[src/rtl/epsilon_stage_if.sv]
// Sample bus between the delta stage and the epsilon low-pass stage.
// Latency: none, wires only.
// Backpressure: none; one sample per clock in each direction, no handshake.
interface epsilon_stage_if;
    logic signed [19:0] D_out;
    logic signed [19:0] E_out;

    // Upstream/bench side: drives samples, observes the filtered result.
    modport master (
        output D_out,
        input  E_out
    );

    // Filter side: consumes samples, produces the filtered result.
    modport slave (
        input  D_out,
        output E_out
    );
endinterface

[src/rtl/epsilon_stage.sv]
// 4-tap 1-2-2-1 low-pass FIR on a 20-bit signed stream, divided by 4 and saturated to 20 bits.
// Latency: a sample at edge k first reaches E_out after edge k+1; last contribution after edge k+4.
// Backpressure: none; a sample is taken and a result produced on every rising edge.
module epsilon_stage (
    input  logic            clk,
    input  logic            reset,
    epsilon_stage_if.slave  bus
);
    localparam logic signed [22:0] SAT_MAX = 23'sd524287;
    localparam logic signed [22:0] SAT_MIN = -23'sd524288;

    logic signed [19:0] x0, x1, x2, x3;
    logic signed [19:0] e_reg;
    logic signed [22:0] sum;
    logic signed [22:0] quo;
    logic signed [19:0] sat;

    // Delay line: shift one new sample in per edge; reset wipes all history.
    always_ff @(posedge clk or posedge reset) begin
        if (reset) begin
            x0 <= '0;
            x1 <= '0;
            x2 <= '0;
            x3 <= '0;
        end else begin
            x0 <= bus.D_out;
            x1 <= x0;
            x2 <= x1;
            x3 <= x2;
        end
    end

    // Weighted sum (sign-extended to 23 bits, cannot overflow), floor-divide by 4, clamp to 20 bits.
    always_comb begin
        sum = {{3{x0[19]}}, x0}
            + {{2{x1[19]}}, x1, 1'b0}
            + {{2{x2[19]}}, x2, 1'b0}
            + {{3{x3[19]}}, x3};
        quo = sum >>> 2;
        sat = quo[19:0];
        if (quo > SAT_MAX) begin
            sat = SAT_MAX[19:0];
        end else if (quo < SAT_MIN) begin
            sat = SAT_MIN[19:0];
        end
    end

    // Output register so E_out comes straight from a flop and is glitch-free.
    always_ff @(posedge clk or posedge reset) begin
        if (reset) begin
            e_reg <= '0;
        end else begin
            e_reg <= sat;
        end
    end

    assign bus.E_out = e_reg;
endmodule

[src/flat_wrapper.sv]
// flat-port wrapper written by rule: the top's interface ports become plain ports
module epsilon_stage_flat 
  (clk, reset, bus_D_out, bus_E_out);
  epsilon_stage_if bus_i ();
  input  logic clk;
  input  logic reset;
  input wire logic [$bits(bus_i.D_out)-1:0] bus_D_out;
  output wire logic [$bits(bus_i.E_out)-1:0] bus_E_out;
  assign bus_i.D_out = bus_D_out;
  assign bus_E_out = bus_i.E_out;
  epsilon_stage u_core (.clk(clk), .reset(reset), .bus(bus_i));
endmodule
[config.mk]
export PLATFORM = sky130hd
export DESIGN_NAME = epsilon_stage_flat
export DESIGN_NICKNAME = d
export VERILOG_FILES = /design/src/rtl/epsilon_stage_if.sv /design/src/rtl/epsilon_stage.sv /design/src/flat_wrapper.sv
export SDC_FILE = /design/constraint.sdc
export NUM_CORES = 1
export LEC_CHECK = 0
export ABC_CLOCK_PERIOD_IN_PS = 6030
export BUFFER_PORTS_ARGS = -buffer_cell sky130_fd_sc_hd__buf_2
export CAP_MARGIN = 40
export CORE_MARGIN = 2
export CORE_UTILIZATION = 55
export DETAILED_ROUTE_END_ITERATION = 10
export PLACE_DENSITY = 0.74
export SLEW_MARGIN = 20
export SYNTH_ARGS = -nofsm -noshare
export SYNTH_HDL_FRONTEND = slang
export SYNTH_SLANG_ARGS = --single-unit
[constraint.sdc]
create_clock -name clk -period 6.03 [get_ports clk]
set_input_delay 0.603 -clock clk [delete_from_list [all_inputs] [get_ports clk]]
set_output_delay 0.603 -clock clk [all_outputs]
set_load 0.02 [all_outputs]
==> results of run 1 <==
## layout make-up
cell class / instances / area [um^2] / share of cell area
Clock buffer: 12 / 155 / 0.0256
Clock inverter: 4 / 33.8 / 0.00556
Tap cell: 133 / 166 / 0.0274
Inverter: 77 / 292 / 0.0480
Sequential cell: 100 / 2500 / 0.412
Multi-Input combinational cell: 307 / 2690 / 0.443
Timing Repair Buffer: 44 / 231 / 0.0381
## through the flow
| step | setup slack (ps) | instance area, um^2 | std cells |
|---|---|---|---|
| finish | 1000 | 6070 | 677 |
| global route | 735 | 6070 | 677 |
| CTS | 1020 | 6070 | 677 |
| detailed placement | 1060 | 5880 | 661 |
| global placement | 1090 | 5870 | 660 |
| floorplan | 1480 | 5560 | 492 |
## layout by cell type (no fill, tap or decap), types with 3 or more instances in the layout
master	netlist	layout
a211oi_1	3	3
a21o_1	16	16
a21oi_1	30	30
a31oi_1	3	3
buf_2	1	41
clkbuf_8	0	11
clkinv_4	0	3
dfrtp_1	100	100
fa_1	23	23
ha_1	40	40
inv_1	77	76
maj3_2	19	19
nand2_1	15	15
nand2b_1	6	6
nand3_1	8	8
nand4_1	4	4
nor2_1	16	16
nor2b_1	7	7
nor3_1	4	4
o21a_1	7	7
o21ai_0	25	25
o21ai_1	3	3
o21bai_1	3	3
xnor2_1	14	14
xor2_1	17	17
## routing by layer
layer  part of all wire  wire length, um  vias up  global-route usage
met1               0.48             4410     1674               0.259
met5                  0                0        -                   0
li1                   -                -     1755                   -
met3              0.049              447       12              0.0495
met2               0.45             4170       94               0.288
met4              0.015              140        0              0.0772
## path summary, 6_finish.rpt
kind | from | end | slack (ps) | cells after the start
max in group asynchronous | reset | u_core.x1[16]$_DFF_PP0_ | 4690 | 3
worst min-delay path | reset | u_core.bus.E_out[15]$_DFF_PP0_ | 290 | 2
worst max register to register | u_core.x0[1]$_DFF_PP0_ | u_core.bus.E_out[0]$_DFF_PP0_ | 1000 | 20
worst max-delay path | u_core.x0[1]$_DFF_PP0_ | u_core.bus.E_out[0]$_DFF_PP0_ | 1000 | 20
worst min register to register | u_core.x2[11]$_DFF_PP0_ | u_core.x3[11]$_DFF_PP0_ | 380 | 0
min in group clk | bus_D_out[10] | u_core.x0[10]$_DFF_PP0_ | 330 | 1
## worst register-to-register path, stage by stage, from the launching register on
cell       delay [ps]
dfrtp_1           410
ha_1              240
inv_1              80
fa_1              190
nor2b_1            60
o31a_1            270
nor3_1            230
o21ai_1           150
or3_1             400
a211oi_2          280
xnor2_1           180
fa_1              450
ha_1              390
and3_1            200
and3_4            190
a2111oi_4         270
a21oi_1           100
o21ba_4           230
xnor2_2            50
buf_4             210
maj3_2            320
## where the power goes
part / internal (mW) / leakage, nW / total (mW) / switching, mW
combinational: 0.559 / 1.69 / 1.26 / 0.698
clock: 0.175 / 0.0928 / 0.403 / 0.228
sequential: 0.778 / 1.17 / 0.806 / 0.0284
total: 1.51 / 2.95 / 2.47 / 0.954
## sequential cells by signal (all words and copies together) (netlist names)
register	cells
u_core.x0	20
u_core.x1	20
u_core.bus.E_out	20
u_core.x3	20
u_core.x2	20
## cell families after synthesis
family / after synthesis / synth area share
simple gates: 74 / 0.0705
flops: 100 / 0.450
fa+ha+maj: 82 / 0.211
xor+xnor: 33 / 0.0547
compound gates: 117 / 0.146
mux: 1 / 0.00180
buf+inv: 85 / 0.0657
## cells in the mapped netlist, drive strengths merged, types with 2 or more instances
cell	instances	area [um^2]
a31oi	4	31.3
buf	7	72.6
nor2b	8	52.6
nor3	4	20.0
o22ai	2	26.3
nand2	15	56.3
o21ai	30	158
fa	23	460
o31ai	2	15.0
maj3	19	214
and3	4	35.0
xnor2	16	155
a21o	16	120
ha	40	500
o21a	7	52.6
nand3	8	40.0
a2111oi	2	36.3
o31a	2	17.5
o21ba	2	26.3
o21bai	4	33.8
nor4	2	12.5
nand4	4	25.0
nor2	16	60.1
a21oi	32	168
a311oi	2	17.5
xor2	17	149
dfrtp	100	2500
inv	77	289
nand2b	6	37.5
a211oi	5	47.5
==> impl_metrics.env, run 1 <==
export IMPL_status="finished clean"
export IMPL_number_of_remaining_drc_errors=0
export IMPL_yosysSeqAreaShare=0.450
export IMPL_cp_max_fo=20
export IMPL_holdCritPathClass="input port to asynchronous set/reset pin"
export IMPL_insertedDiodeCount=0
export IMPL_count_of_cells_resized_by_post_cts_repair=0
export IMPL_nNetsFinal=624
export IMPL_critPathRequiredTime_ps=6280
export IMPL_finalHoldViolations=0
export IMPL_finalWeightedCongestion=0.908
export IMPL_route_vias_total=3535
export IMPL_count_of_state_elements_after_synthesis=100
export IMPL_synthesis_instances=492
export IMPL_max_incr_delay_on_cp_ps=450
export IMPL_routed_wire_length_mm=9.16
export IMPL_boundaryPins=42
export IMPL_rows=36
export IMPL_area_growth_syn_to_layout_pct=9.23
export IMPL_tot_gr_track_use=0.189
export IMPL_drt_pre_antenna_iters=4
export IMPL_grt_max_degree=52
export IMPL_timing_max_transition_violations_final=0
export IMPL_critical_path_top_delay_family="adder cells"
export IMPL_synth_area_per_cell_um2=11.3
export IMPL_number_of_warnings_reported_in_the_yosys_synthesis_log=0
export IMPL_wire_length_per_cell_after_detailed_routing_um=13.5
export IMPL_wire_length_of_the_first_global_routing_pass_mm=16.4
export IMPL_die_w_um=105
export IMPL_worstSetupEndpointType="flop"
export IMPL_post_synthesis_instance_area_mm2=0.00556
export IMPL_worst_setup_path_start_kind="flop"
export IMPL_ys_async_sr_fraction=1.00
export IMPL_postSynthNetCount=577
export IMPL_cts_tree="yes"
export IMPL_finish_utilization=0.621
export IMPL_fin_crit_ps=5030
export IMPL_vias_per_cell=5.22
export IMPL_irDropWorstVdd_v=0.000223
export IMPL_design_power_total_mw=2.47
export IMPL_worstMarginPinSlew_ps=620
export IMPL_timing_setup_tns_ps=0
export IMPL_grt_overflow_total=0
export IMPL_p_leak_nw=2.95
export IMPL_h_tree_lvl_count=3
export IMPL_setup_viol=0
export IMPL_post_synthesis_cell_type_count=59
export IMPL_fin_worst_hold_slack_ps=290
export IMPL_cells_traversed_along_the_worst_timing_path="ha_1 -> inv_1 -> fa_1 -> nor2b_1 -> o31a_1 -> nor3_1 -> o21ai_1 -> or3_1 -> a211oi_2 -> xnor2_1 -> fa_1 -> ha_1 -> and3_1 -> and3_4 -> a2111oi_4 -> a21oi_1 -> o21ba_4 -> xnor2_2 -> buf_4 -> maj3_2"
export IMPL_die_height_um=105
export IMPL_timing_critical_path_arrival_ps=5280
export IMPL_clkTransAtPathRegs_ps=90
export IMPL_cpMaxStageDelayCell="fa_1"
export IMPL_power_density_mw_per_mm2=406
export IMPL_cts_hold_bufs=0
export IMPL_grt_pass1_vias=3672
export IMPL_drt_initial_drc_count=100
export IMPL_post_cts_repair_setup_buffers=0
export IMPL_initial_utilization=0.569
export IMPL_ratio_of_cells_with_drive_above_1_in_the_final_layout=0.178
export IMPL_slew_headroom=0.587
export IMPL_buffer_ports_inserted=41
export IMPL_synth_edf_count=0
export IMPL_rsz0062_at_grt="no"
export IMPL_fmax_ghz=0.199
export IMPL_placeableCoreArea_mm2=0.00977
export IMPL_ant_nets=0
export IMPL_die_area_mm2=0.0109
export IMPL_dp_hpwl_mm=6.99
export IMPL_maxCapViolations=0
export IMPL_root_buffer="clkbuf_8"
export IMPL_fillCellCount=822
export IMPL_cts_max_path_buffers=2
export IMPL_clkLatencyLatePin_ps=370
export IMPL_cts_sinks=100
export IMPL_cp_num_buf_inv=2
export IMPL_share_of_the_clock_period_used_by_the_worst_path=0.834
export IMPL_worst_setup_path_type="flop to flop"
export IMPL_skew_ps=9.21
export IMPL_yosys_most_used_dff="dfrtp_1"
export IMPL_numCtsBuffers=9
export IMPL_antenna_found_initial=0
Note: power is estimated with default switching activity, not from simulation.
==> run 2, diff against run 1 <==
ABC_CLOCK_PERIOD_IN_PS = 4500   (was 6030)
PLACE_DENSITY = 0.77   (was 0.74)
clock period = 4.5 ns   (was 6.03 ns; I/O delays follow)
==> impl_metrics.env, run 2 (synthesis results as in run 1) <==
export IMPL_status="finished, violations left"
export IMPL_violated_checks="setup timing"
export IMPL_worst_setup_path_start_kind="flop"
export IMPL_clkTransAtPathRegs_ps=100
export IMPL_p_sw_mw=1.41
export IMPL_tot_gr_track_use=0.201
export IMPL_buffer_ports_inserted=41
export IMPL_insertedDiodeCount=0
export IMPL_numCtsBuffers=9
export IMPL_holdCritPathClass="input port to asynchronous set/reset pin"
export IMPL_skew_ps=10.2
export IMPL_finalWeightedCongestion=0.901
export IMPL_root_buffer="clkbuf_8"
export IMPL_wire_length_per_cell_after_detailed_routing_um=14.8
export IMPL_die_w_um=105
export IMPL_final_common_cell="dfrtp_1"
export IMPL_h_tree_lvl_count=3
export IMPL_die_area_mm2=0.0109
export IMPL_worst_setup_path_type="flop to flop"
export IMPL_boundaryPins=42
export IMPL_irDropWorstVdd_v=0.000303
export IMPL_multi_input_comb_area_mm2=0.00297
export IMPL_antenna_found_initial=0
export IMPL_area_growth_syn_to_layout_pct=24.4
export IMPL_setup_viol=20
export IMPL_final_setup_worst_slack_ps=-346
export IMPL_dp_hpwl_mm=7.64
export IMPL_routed_wire_length_mm=10.9
export IMPL_grt_overflow_total=0
export IMPL_worstMarginPinSlew_ps=459
export IMPL_route_vias_total=3860
export IMPL_rsz0062_at_grt="yes"
export IMPL_crit_start="u_core.x0[1]$_DFF_PP0_"
export IMPL_power_density_mw_per_mm2=547
export IMPL_rows=36
export IMPL_timing_rr_start="u_core.x0[1]$_DFF_PP0_"
export IMPL_cts_hold_bufs=0
export IMPL_clkLatencyLatePin_ps=370
export IMPL_placeableCoreArea_mm2=0.00977
export IMPL_nNetsFinal=687
export IMPL_grt_pass1_vias=3867
export IMPL_crit_reg2reg_capture="u_core.bus.E_out[14]$_DFF_PP0_"
export IMPL_fin_crit_ps=4850
export IMPL_p_seq_frac=0.286
export IMPL_cp_max_fo=5
export IMPL_slew_headroom=0.686
export IMPL_power_share_switching=0.373
export IMPL_clockPowerShare=0.149
export IMPL_die_height_um=105
export IMPL_combPwrFrac=0.565
export IMPL_timing_critical_path_arrival_ps=5110
export IMPL_maxCapViolations=0
export IMPL_design_power_total_mw=3.78
export IMPL_drt_initial_drc_count=165
export IMPL_fmax_ghz=0.206
export IMPL_critPathRequiredTime_ps=4760
export IMPL_worstSetupEndpointType="flop"
export IMPL_initial_utilization=0.569
export IMPL_ant_nets=0
export IMPL_grt_max_degree=66
export IMPL_dp_worst_setup_slack_ps=-234
export IMPL_cts_tree="yes"
export IMPL_fillCellCount=690
export IMPL_critical_path_endpoint="u_core.bus.E_out[14]$_DFF_PP0_"
export IMPL_seq_area_mm2=0.00250
export IMPL_share_of_the_clock_period_used_by_the_worst_path=1.08
export IMPL_cts_sinks=100
export IMPL_vias_per_cell=5.22
export IMPL_r2r_cells=22
export IMPL_timing_max_transition_violations_final=0
export IMPL_internal_power_mw=2.37
export IMPL_drt_pre_antenna_iters=4
export IMPL_finalHoldViolations=0
export IMPL_number_of_remaining_drc_errors=0
export IMPL_wire_length_of_the_first_global_routing_pass_mm=17.4
export IMPL_most_frequent_cells_in_the_layout="100 x dfrtp_1, 72 x inv_1, 58 x buf_4"
export IMPL_timing_setup_tns_ps=-6400
export IMPL_r2r_slack_ps=-350
export IMPL_cts_max_path_buffers=2
export IMPL_ratio_of_cells_with_drive_above_1_in_the_final_layout=0.331
export IMPL_p_leak_nw=3.33
-- run 2: cell count changes in the layout (fill, tap and decap cells not counted), sizes merged --
cell	before	now
clkbuf	12	14
buf	44	105
inv	77	78
clkinvlp	1	0
-- run 2: worst max-delay path, cell delays in order, from the launching register on --
cell	delay, ps
dfrtp_1	400
ha_2	240
inv_2	50
fa_2	380
nor2b_2	150
o31a_1	200
buf_4	130
o21a_1	150
nor2_4	60
o21bai_1	160
a21oi_1	100
xor2_1	200
fa_1	550
inv_2	50
ha_4	260
inv_2	30
or4_4	480
a21oi_4	170
nor2b_4	70
o21ba_4	210
xnor2_4	190
clkbuf_16	190
maj3_2	290
-- run 2: power groups by stage --
| stage | combinational, mW | sequential, mW | clock [mW] |
|---|---|---|---|
| finish | 2.14 | 1.08 | 0.563 |
| global route | 2.34 | 1.10 | 0.619 |
| CTS | 1.92 | 1.08 | 0.579 |
| detailed placement | 1.90 | 1.10 | 0 |
| global placement | 1.85 | 1.09 | 0 |
| floorplan | 1.30 | 1.22 | 0 |
-- run 2: worst min path at each step --
stage                                 start  cells after the start                            end
CTS                            bus_D_out[9]                      1         u_core.x0[9]$_DFF_PP0_
finish                                reset                      2  u_core.bus.E_out[1]$_DFF_PP0_
global route                          reset                      2  u_core.bus.E_out[2]$_DFF_PP0_
floorplan           u_core.x2[10]$_DFF_PP0_                      0        u_core.x3[10]$_DFF_PP0_
detailed placement  u_core.x2[12]$_DFF_PP0_                      0        u_core.x3[12]$_DFF_PP0_
global placement     u_core.x2[4]$_DFF_PP0_                      0         u_core.x3[4]$_DFF_PP0_
-- run 2: cell type report --
class,instances,area share
sequential,100,0.362
timing repair buffer,107,0.113
clock buffer,12,0.0239
inverter,77,0.0422
clock inverter,4,0.00452
multi-input combinational,307,0.430
tap,133,0.0241
-- run 2: layer usage --
metal  part of all wire  wire length, um  GRT usage
met5                  0                0          0
met4              0.019              210     0.0965
met3              0.042              454     0.0451
met2               0.49             5360      0.316
met1               0.45             4900      0.265
-- run 2: what timing repair did --
action	4_1_cts	5_1_grt
setup endpoints to repair	20	20
buffers inserted	1	6
pin swaps	4	33
cloned	0	3
resized for setup	7	44
-- run 2: stage by stage --
stage / instance area [um^2] / hold WS, ps / util / cells
final: 6910 / 0.532 / 0.707 / 740
after global routing: 6910 / 9.38 / 0.707 / 740
after CTS: 6560 / 155 / 0.671 / 730
after detailed placement: 6320 / 366 / 0.646 / 713
after global placement: 6320 / 360 / 0.646 / 713
after floorplan: 5580 / 354 / - / 492
